File: config.mk
export PLATFORM = sky130hd
export DESIGN_NAME = core_memory_stage
export DESIGN_NICKNAME = d
export VERILOG_FILES = /design/src/rtl/lsu_control_pkg.sv /design/src/rtl/core_load_align.sv /design/src/rtl/core_memory_stage.sv
export SDC_FILE = /design/constraint.sdc
export NUM_CORES = 1
export LEC_CHECK = 0
export ABC_AREA = 0
export BUFFER_PORTS_ARGS = -buffer_cell sky130_fd_sc_hd__buf_2
export CAP_MARGIN = 20
export CORE_ASPECT_RATIO = 1.4
export CORE_UTILIZATION = 35
export DETAILED_ROUTE_END_ITERATION = 10
export HOLD_SLACK_MARGIN = 0.05
export PLACE_DENSITY_LB_ADDON = 0.3
export SETUP_SLACK_MARGIN = 0.5
export SYNTH_ARGS = -nofsm -noshare
export SYNTH_HDL_FRONTEND = slang
export SYNTH_SLANG_ARGS = --single-unit
File: constraint.sdc
create_clock -name clk -period 3.7 [get_ports clk]
set_input_delay 1.11 -clock clk [delete_from_list [all_inputs] [get_ports clk]]
set_output_delay 1.11 -clock clk [all_outputs]
set_load 0.02 [all_outputs]
File: src/rtl/lsu_control_pkg.sv
// lsu_control_pkg: load/store width codes and memory-stage FSM encoding.
package lsu_control_pkg;
  localparam int LSU_WIDTH_CODE = 3;
  typedef enum logic [LSU_WIDTH_CODE-1:0] {
    LSU_LB  = 3'd0,
    LSU_LH  = 3'd1,
    LSU_LW  = 3'd2,
    LSU_SB  = 3'd3,
    LSU_LBU = 3'd4,
    LSU_LHU = 3'd5,
    LSU_SH  = 3'd6,
    LSU_SW  = 3'd7
  } lsu_op_e;
  typedef logic [1:0] mem_state_t;
  localparam mem_state_t ST_IDLE = 2'd0;
  localparam mem_state_t ST_REQ  = 2'd1;
  localparam mem_state_t ST_RESP = 2'd2;
  localparam mem_state_t ST_DONE = 2'd3;
  function automatic logic is_store(input logic [LSU_WIDTH_CODE-1:0] c);
    return c == LSU_SB || c == LSU_SH || c == LSU_SW;
  endfunction
endpackage

File: src/rtl/core_load_align.sv
// core_load_align: picks the addressed byte/half-word lane of a load word and extends it.
module core_load_align
  import lsu_control_pkg::*;
(
  input  logic [31:0]               rdata,
  input  logic [1:0]                lane,
  input  logic [LSU_WIDTH_CODE-1:0] op,
  output logic [31:0]               data
);
  logic [31:0] sh;
  always_comb begin
    sh   = rdata >> {lane, 3'b000};
    data = op == LSU_LB  ? {{24{sh[7]}}, sh[7:0]} :
           op == LSU_LBU ? {24'd0, sh[7:0]} :
           op == LSU_LH  ? {{16{sh[15]}}, sh[15:0]} :
           op == LSU_LHU ? {16'd0, sh[15:0]} : rdata;
  end
endmodule

File: src/rtl/core_memory_stage.sv
// core_memory_stage: data-memory access or pass-through, registered result to writeback.
module core_memory_stage
  import lsu_control_pkg::*;
#(
  parameter int DATA_WIDTH     = 32,
  parameter int REG_ADDR_WIDTH = 5
) (
  input  logic                      clk,
  input  logic                      rst_n,
  input  logic                      ex_valid,
  output logic                      ex_ready,
  input  logic [DATA_WIDTH-1:0]     ex_out,
  input  logic [DATA_WIDTH-1:0]     ex_store_data,
  input  logic                      mem_op,
  input  logic [LSU_WIDTH_CODE-1:0] lsu_control,
  input  logic [REG_ADDR_WIDTH-1:0] ex_rd,
  input  logic                      ex_reg_write,
  output logic                      mem_req,
  output logic                      mem_we,
  output logic [DATA_WIDTH-1:0]     mem_addr,
  output logic [3:0]                mem_be,
  output logic [DATA_WIDTH-1:0]     mem_wdata,
  input  logic                      mem_gnt,
  input  logic                      mem_rvalid,
  input  logic [DATA_WIDTH-1:0]     mem_rdata,
  output logic                      wb_valid,
  input  logic                      wb_ready,
  output logic [DATA_WIDTH-1:0]     wb_data,
  output logic [REG_ADDR_WIDTH-1:0] wb_rd,
  output logic                      wb_reg_write,
  output logic                      wb_misalign
);
  mem_state_t                state;
  logic [LSU_WIDTH_CODE-1:0] op;
  logic [1:0]                lane;
  logic                      accept, store, misalign, go_bus;
  logic [3:0]                be_next;
  logic [DATA_WIDTH-1:0]     wdata_next, load_data;
  always_comb begin
    ex_ready   = state == ST_IDLE || (state == ST_DONE && wb_ready);
    wb_valid   = state == ST_DONE;
    accept     = ex_valid & ex_ready;
    store      = is_store(lsu_control);
    misalign   = ((lsu_control == LSU_LH || lsu_control == LSU_LHU || lsu_control == LSU_SH) && ex_out[0]) ||
                 ((lsu_control == LSU_LW || lsu_control == LSU_SW) && ex_out[1:0] != 2'b00);
    go_bus     = mem_op & ~misalign;
    be_next    = lsu_control == LSU_SB ? 4'b0001 << ex_out[1:0] :
                 lsu_control == LSU_SH ? 4'b0011 << ex_out[1:0] : 4'b1111;
    wdata_next = lsu_control == LSU_SB ? {4{ex_store_data[7:0]}} :
                 lsu_control == LSU_SH ? {2{ex_store_data[15:0]}} : ex_store_data;
  end
  core_load_align u_align (.rdata(mem_rdata), .lane(lane), .op(op), .data(load_data));
  // A grant with a same-cycle rvalid leaves REQ only; the response is taken in RESP.
  always_ff @(posedge clk or negedge rst_n)
    if (!rst_n) begin
      state        <= ST_IDLE;
      op           <= '0;
      lane         <= '0;
      mem_req      <= 1'b0;
      mem_we       <= 1'b0;
      mem_addr     <= '0;
      mem_be       <= '0;
      mem_wdata    <= '0;
      wb_data      <= '0;
      wb_rd        <= '0;
      wb_reg_write <= 1'b0;
      wb_misalign  <= 1'b0;
    end else if (accept) begin
      state        <= go_bus ? ST_REQ : ST_DONE;
      op           <= lsu_control;
      lane         <= ex_out[1:0];
      mem_req      <= go_bus;
      mem_we       <= go_bus & store;
      mem_addr     <= {ex_out[DATA_WIDTH-1:2], 2'b00};
      mem_be       <= be_next;
      mem_wdata    <= wdata_next;
      wb_data      <= ex_out;
      wb_rd        <= ex_rd;
      wb_reg_write <= ex_reg_write & ~(mem_op & (misalign | store));
      wb_misalign  <= mem_op & misalign;
    end else if (state == ST_REQ && mem_gnt) begin
      mem_req <= 1'b0;
      state   <= ST_RESP;
    end else if (state == ST_RESP && mem_rvalid) begin
      state <= ST_DONE;
      if (!is_store(op)) wb_data <= load_data;
    end else if (state == ST_DONE && wb_ready)
      state <= ST_IDLE;
endmodule

==> impl_metrics.json, run 1 <==
{
  "outcome": "completed",
  "hold_path.startpoint": "mem_addr[9]$_DFFE_PN0P_",
  "r2r_slack_ps": 1070,
  "antenna_found_initial": 0,
  "grt_usage": 0.212,
  "placed_cells": 1006,
  "routed_wl_mm": 16.8,
  "synth-seq-cells": 114,
  "synth-seq-area-share": 0.520,
  "hpwl_mm": 12.1,
  "cpPeakStageDelay_ps": 240,
  "syn_area_um2": 5490,
  "wl_per_cell_um": 16.2,
  "maxCapViolCount": 0,
  "drc": 0,
  "hold_class": "register to register",
  "num_antenna_cells": 0,
  "syn_inst": 627,
  "synthDistinctLibCells": 42,
  "grt_pass1_wl_mm": 26.4,
  "drt_iter0_markers": 276,
  "cts_tree": "built",
  "final_common_cell": "buf_2",
  "cts_sinks": 114,
  "clock_skew_ps": 7.21,
  "critPathMostFrequentCell": "buf_2",
  "worstPathRequired_ps": 2590,
  "startpoint_type": "primary input",
  "arrival_ps": 1730,
  "rsz0062_at_grt": "false",
  "hold_path_depth": 2,
  "instances_no_fill": 1038,
  "rr_endpoint": "wb_data[10]$_DFFE_PN0P_",
  "die_y_um": 150,
  "place.port_buffers": 220,
  "cts_buffers": 17,
  "via_per_inst": 5.08,
  "grt_max_degree": 72,
  "final_cell_mix": "buf_2, nand2_1, dfrtp_1",
  "overflow": 0,
  "setup_tns_ps": 0,
  "ys_async_sr_fraction": 1.00,
  "final_nets": 949,
  "syn_avg_cell_area_um2": 8.75,
  "final_layout_size_suffix_gt1_frac": 0.318,
  "min_to": "mem_addr[9]$_DFFE_PN0P_",
  "io-pin-count": 223,
  "clk_latency_ps": 400,
  "layout_min_cycle_time_ps": 2840,
  "initial_utilization": 0.361,
  "reg2reg_depth": 4,
  "final_hold_viol_count": 0,
  "synth-edff-count": 0,
  "cts.reportedPaths.clkPinSlew_ps": 60,
  "cp_max_fo": 4,
  "setup_viol": 0,
  "vdd_drop_max_mv": 0.392,
  "postRouteAntennaNets": 0,
  "fp.dieArea_um2": 16200,
  "period_share": 0.767,
  "core_area_um2": 15200,
  "ctsResizeCount": 0,
  "p_per_area_nw_per_um2": 945,
  "max_freq_mhz": 352,
  "crit_chain": "buf_2, nand3_1, o21ai_1, buf_2",
  "gp_congestion": 0.868,
  "r2r_start": "lane[1]$_DFFE_PN0P_",
  "end_kind": "primary output",
  "p_leak_nw": 3.92,
  "cts_post_setup_buffers_inserted": 0,
  "ys.warnings.count": 0,
  "htree_num_levels": 4,
  "die_x_um": 108,
  "slew_headroom": 0.460,
  "finalMaxSlewViolations": 0,
  "area_growth_pct": 34.8,
  "cts_hold_buf": 0,
  "grt_pass1_vias": 5077,
  "rows": 53,
  "clockBufferDepth": 2,
  "vias": 5270,
  "synth_ff_type": "dfrtp_1",
  "critPathSlowestCell": "buf_2",
  "nFillCells": 1507,
  "critical_path_class": "primary input to primary output",
  "firstDrtPassIters": 5,
  "worst_slew_pin_slew_ps": 809,
  "cts.root.buffer_cell": "clkbuf_16"
}
==> state kept, by name, indices dropped and copies added, names as in the netlist <==
signal / flops
mem_wdata: 32
wb_data: 32
mem_addr: 30
wb_rd: 5
mem_be: 4
op: 3
lane: 2
state: 2
mem_req: 1
mem_we: 1
wb_misalign: 1
wb_reg_write: 1
==> cells in the mapped netlist, types with 2 or more instances <==
master       n  area, um2
nand2_1    208        781
dfrtp_1    114       2850
o21ai_0     67        335
clkbuf_1    31        116
a21oi_1     26        130
a22oi_1     26        195
mux2i_1     25        250
nor2_1      25       93.8
inv_1       18       67.6
buf_2       11       55.1
a31oi_1      8       50.1
o221ai_1     7       61.3
a2111oi_0    6       52.6
a21o_1       6       45.0
o21a_1       6       45.0
ha_1         4       50.1
o22ai_1      4       25.0
nand2b_1     3       18.8
a21boi_0     2       15.0
and2_1       2       12.5
buf_4        2       15.0
buf_6        2       22.5
nand3_1      2       10.0
nand4b_1     2       17.5
nor3b_1      2       15.0
o21ai_1      2       10.0
==> worst max-delay path, delay by kind of cell <==
| kind | cells | cell delay [ps] |
|---|---|---|
| AOI/OAI and AO/OA | 1 | 220 |
| buffers and inverters | 2 | 310 |
| and+or+nand+nor | 1 | 80 |
==> metal layers <==
layer / global-route usage / vias to the layer above / routed length [um]
li1: - / 2544 / -
met1: 0.254 / 2493 / 6920
met2: 0.363 / 216 / 8460
met3: 0.0558 / 17 / 1210
met4: 0.0726 / 0 / 249
met5: 0 / - / 0
==> stage by stage <==
step / total power, mW / area [um2] / utilization / worst slack (ps) / hold slack (ps)
CTS: 7.07 / 7400 / 0.487 / 854 / 471
global placement: 5.16 / 6740 / 0.444 / 609 / 452
detailed placement: 5.21 / 6740 / 0.444 / 577 / 457
floorplan: 4.15 / 5490 / - / 1110 / 508
global route: 7.46 / 7400 / 0.487 / 814 / 492
finish: 6.99 / 7400 / 0.487 / 863 / 465
==> where the power goes <==
part / switching, mW / internal (mW) / total [mW]
clock network: 0.588 / 1.23 / 1.82
logic: 1.95 / 0.997 / 2.95
registers: 0.367 / 1.85 / 2.22
total: 2.91 / 4.08 / 6.99
==> layout make-up <==
cell class | instances | area (um2) | share of cell area
Clock inverter | 13 | 208 | 0.0281
Inverter | 18 | 67.6 | 0.00913
Timing Repair Buffer | 232 | 1210 | 0.163
Tap cell | 192 | 240 | 0.0325
Sequential cell | 114 | 2850 | 0.386
Multi-Input combinational cell | 450 | 2370 | 0.320
Clock buffer | 19 | 453 | 0.0612
==> how the worst max path moves through the flow <==
stage	endpoint	cells after the start	start	slack, ps
3_5_place_dp	wb_data[8]$_DFFE_PN0P_	5	mem_rdata[23]	580
5_1_grt	ex_ready	4	wb_ready	810
3_3_place_gp	wb_data[10]$_DFFE_PN0P_	5	mem_rdata[31]	610
6_report	ex_ready	4	wb_ready	860
2_1_floorplan	ex_ready	2	wb_ready	1110
4_1_cts	ex_ready	4	wb_ready	850
==> kinds of logic (layout without fill, tap and decap cells) <==
kind of cell | after synthesis | after routing | synth area share
XOR/XNOR | 1 | 1 | 0.00160
AND/OR/NAND/NOR | 253 | 253 | 0.185
buffers and inverters | 64 | 282 | 0.0504
adder cells (fa/ha/maj) | 4 | 4 | 0.00912
AO/OA/AOI/OAI | 164 | 164 | 0.184
multiplexers | 26 | 26 | 0.0497
flip-flops | 114 | 114 | 0.520
other | 1 | 2 | 0.000683
Power figures use the tool's default switching activity.
==> inputs of run 2 (changes only) <==
- ABC_AREA: 0 -> 1
- clock period: 3.7 -> 2.48 ns (I/O delays scaled with it)
==> run 2 against run 1 <==
Against the previous run:
- synthesized cell count grew 26%
- power increased by 61%
- area after synthesis is 4.8% higher
- largest cell class unchanged
- non-clock buffer count rose by 4
- count of clock-buffer cells in the layout increased by 1
- hold slack got worse by 300 ps
- largest power group unchanged
==> impl_metrics.json, run 2 <==
{
  "initial_utilization": 0.357,
  "area_growth_pct": 33.7,
  "p_sw_mw": 5.05,
  "synth_area_leaders": "dfrtp_1, nand2_1, nand3_1",
  "firstDrtPassIters": 4,
  "post_dp_cell_area_um2": 7010,
  "synth-edff-count": 0,
  "synth.most_common_cell": "nand2_1",
  "worst_slew_pin_slew_ps": 652,
  "final_cell_mix": "nand2_1, buf_2, dfrtp_1",
  "p_int_mw": 6.21,
  "synth_common_cells": "nand2_1, dfrtp_1, nor2_1, nand3_1, inv_1",
  "io-pin-count": 223,
  "setup_tns_ps": 0,
  "cts_buffers": 17,
  "fin_hold_ws_ps": 168,
  "final_hold_viol_count": 0,
  "synth-seq-cells": 114,
  "fp.dieArea_um2": 17000,
  "clk_latency_ps": 410,
  "top_regs": "mem_wdata x32, wb_data x32, mem_addr x30",
  "place.port_buffers": 220,
  "crit_chain": "o21ai_4, buf_6",
  "die_x_um": 110,
  "critPathTopFamily": "flip-flops",
  "syn_avg_cell_area_um2": 7.28,
  "hold_class": "primary input to asynchronous set/reset pin",
  "overflow": 0,
  "postRouteAntennaNets": 0,
  "via_per_inst": 4.80,
  "cts.reportedPaths.clkPinSlew_ps": 60,
  "gp_congestion": 0.845,
  "nFillCells": 1700,
  "syn_inst": 790,
  "vias": 5836,
  "final_common_cell": "nand2_1",
  "path_buf_inv": 1,
  "cp_max_fo": 5,
  "rows": 55,
  "p_leak_nw": 4.42,
  "yosys.area.top_type": "dfrtp_1",
  "clock_skew_ps": 8.86,
  "syn_area_um2": 5750,
  "finalMaxSlewViolations": 0,
  "rsz0062_at_grt": "true",
  "final_area_um2": 7680,
  "grt_usage": 0.220,
  "synth_ff_type": "dfrtp_1",
  "end_kind": "primary output",
  "cts_sinks": 114,
  "yosysTopAreaCellShare": 0.496,
  "grt_max_degree": 73,
  "routed_wl_mm": 18.2,
  "core_area_um2": 16100,
  "pwr-share-seq": 0.293,
  "critical_path_class": "register to primary output",
  "cts_hold_buf": 0,
  "drc": 0,
  "layout_min_cycle_time_ps": 1960,
  "setup_viol": 0,
  "arrival_ps": 1210,
  "startpoint_type": "register",
  "p_comb_frac": 0.484,
  "p_clk_frac": 0.224,
  "ys.warnings.count": 0,
  "wl_per_cell_um": 14.9,
  "critPathSlowestCell": "dfrtp_2",
  "final_layout_size_suffix_gt1_frac": 0.278,
  "cts_tree": "built",
  "cts.root.buffer_cell": "clkbuf_16",
  "htree_num_levels": 4,
  "antenna_found_initial": 2,
  "vdd_drop_max_mv": 0.588,
  "num_antenna_cells": 0,
  "drt_iter0_markers": 247,
  "p_per_area_nw_per_um2": 1470,
  "hpwl_mm": 12.8,
  "synth-seq-area-share": 0.496,
  "outcome": "completed",
  "grt_pass1_wl_mm": 28.7,
  "final_nets": 1123,
  "synthDistinctLibCells": 27,
  "p_sw_frac": 0.449,
  "maxCapViolCount": 0,
  "die_y_um": 154,
  "grt_pass1_vias": 5774,
  "cpPeakStageDelay_ps": 460,
  "worstPathRequired_ps": 1740,
  "slew_headroom": 0.564,
  "clockBufferDepth": 2,
  "period_share": 0.789,
  "max_freq_mhz": 511,
  "ys_async_sr_fraction": 1.00
}
[run 2: cell type report]
| cell class | instances | area (um2) | share of cell area |
|---|---|---|---|
| inverters | 51 | 201 | 0.0262 |
| clock buffers | 20 | 467 | 0.0607 |
| flip-flops and latches | 114 | 2860 | 0.372 |
| well taps | 199 | 249 | 0.0324 |
| repair buffers | 236 | 1250 | 0.163 |
| clock inverters | 10 | 134 | 0.0174 |
| multi-input cells | 587 | 2520 | 0.328 |
[run 2: metal layers]
metal  vias to the layer above  global-route usage  share of wire
met4                         4              0.0739          0.014
li1                       2903                   -              -
met3                        24              0.0589          0.069
met1                      2710               0.261           0.41
met5                         -                   0         0.0013
met2                       195               0.379           0.51
[run 2: path summary, 6_finish.rpt]
path / startpoint / to / slack, ps / cells after the start
worst max register to register: state[1]$_DFFE_PN0P_ / wb_data[3]$_DFFE_PN0P_ / 710 / 7
max in group asynchronous: rst_n / mem_addr[13]$_DFFE_PN0P_ / 1640 / 2
worst min register to register: mem_addr[28]$_DFFE_PN0P_ / mem_addr[28]$_DFFE_PN0P_ / 470 / 2
worst min-delay path: rst_n / mem_addr[21]$_DFFE_PN0P_ / 170 / 1
min in group clk: mem_addr[28]$_DFFE_PN0P_ / mem_addr[28]$_DFFE_PN0P_ / 470 / 2
worst max-delay path: state[1]$_DFFE_PN0P_ / ex_ready / 520 / 2
[run 2: power by group through the flow]
stage | clock [mW] | combinational [mW] | sequential (mW)
after floorplan | 0 | 2.64 | 4.29
after global placement | 0 | 5.31 | 3.30
after detailed placement | 0 | 5.40 | 3.29
after CTS | 2.57 | 5.47 | 3.29
after global routing | 2.65 | 6.14 | 3.41
final | 2.52 | 5.45 | 3.30
[run 2: kinds of logic (layout without fill, tap and decap cells)]
| family | Yosys count | count (layout) | synth area share |
|---|---|---|---|
| AND/OR/NAND/NOR | 477 | 477 | 0.326 |
| flip-flops | 114 | 114 | 0.496 |
| AO/OA/AOI/OAI | 102 | 104 | 0.0945 |
| buffers and inverters | 92 | 317 | 0.0740 |
| adder cells (fa/ha/maj) | 4 | 4 | 0.00871 |
| other | 1 | 2 | 0.000652 |
[run 2: worst reg2reg max path, cell delays in order, from the launching register on]
cell	delay (ps)
dfrtp_2	440
inv_1	70
nor2_1	80
nand2_1	220
o21ai_4	450
inv_2	230
nand2_1	100
nand2_1	60
[run 2: repair_timing]
item / 4_1_cts / 5_1_grt
gates cloned: 1 / 1
hold endpoints to repair: 0 / 0
buffers inserted: 0 / 1
pin swaps: 2 / 3
gates resized for setup: 6 / 6
endpoints found under the setup margin: 19 / 54
[run 2: stage by stage]
step                power, mW  utilization  setup slack (ps)  instances
floorplan                6.93            -               736        791
global placement         8.61        0.436               122       1184
detailed placement       8.69        0.436              41.1       1184
CTS                      11.3        0.475               502       1215
global route             12.2        0.477               482       1217
finish                   11.3        0.477               524       1217
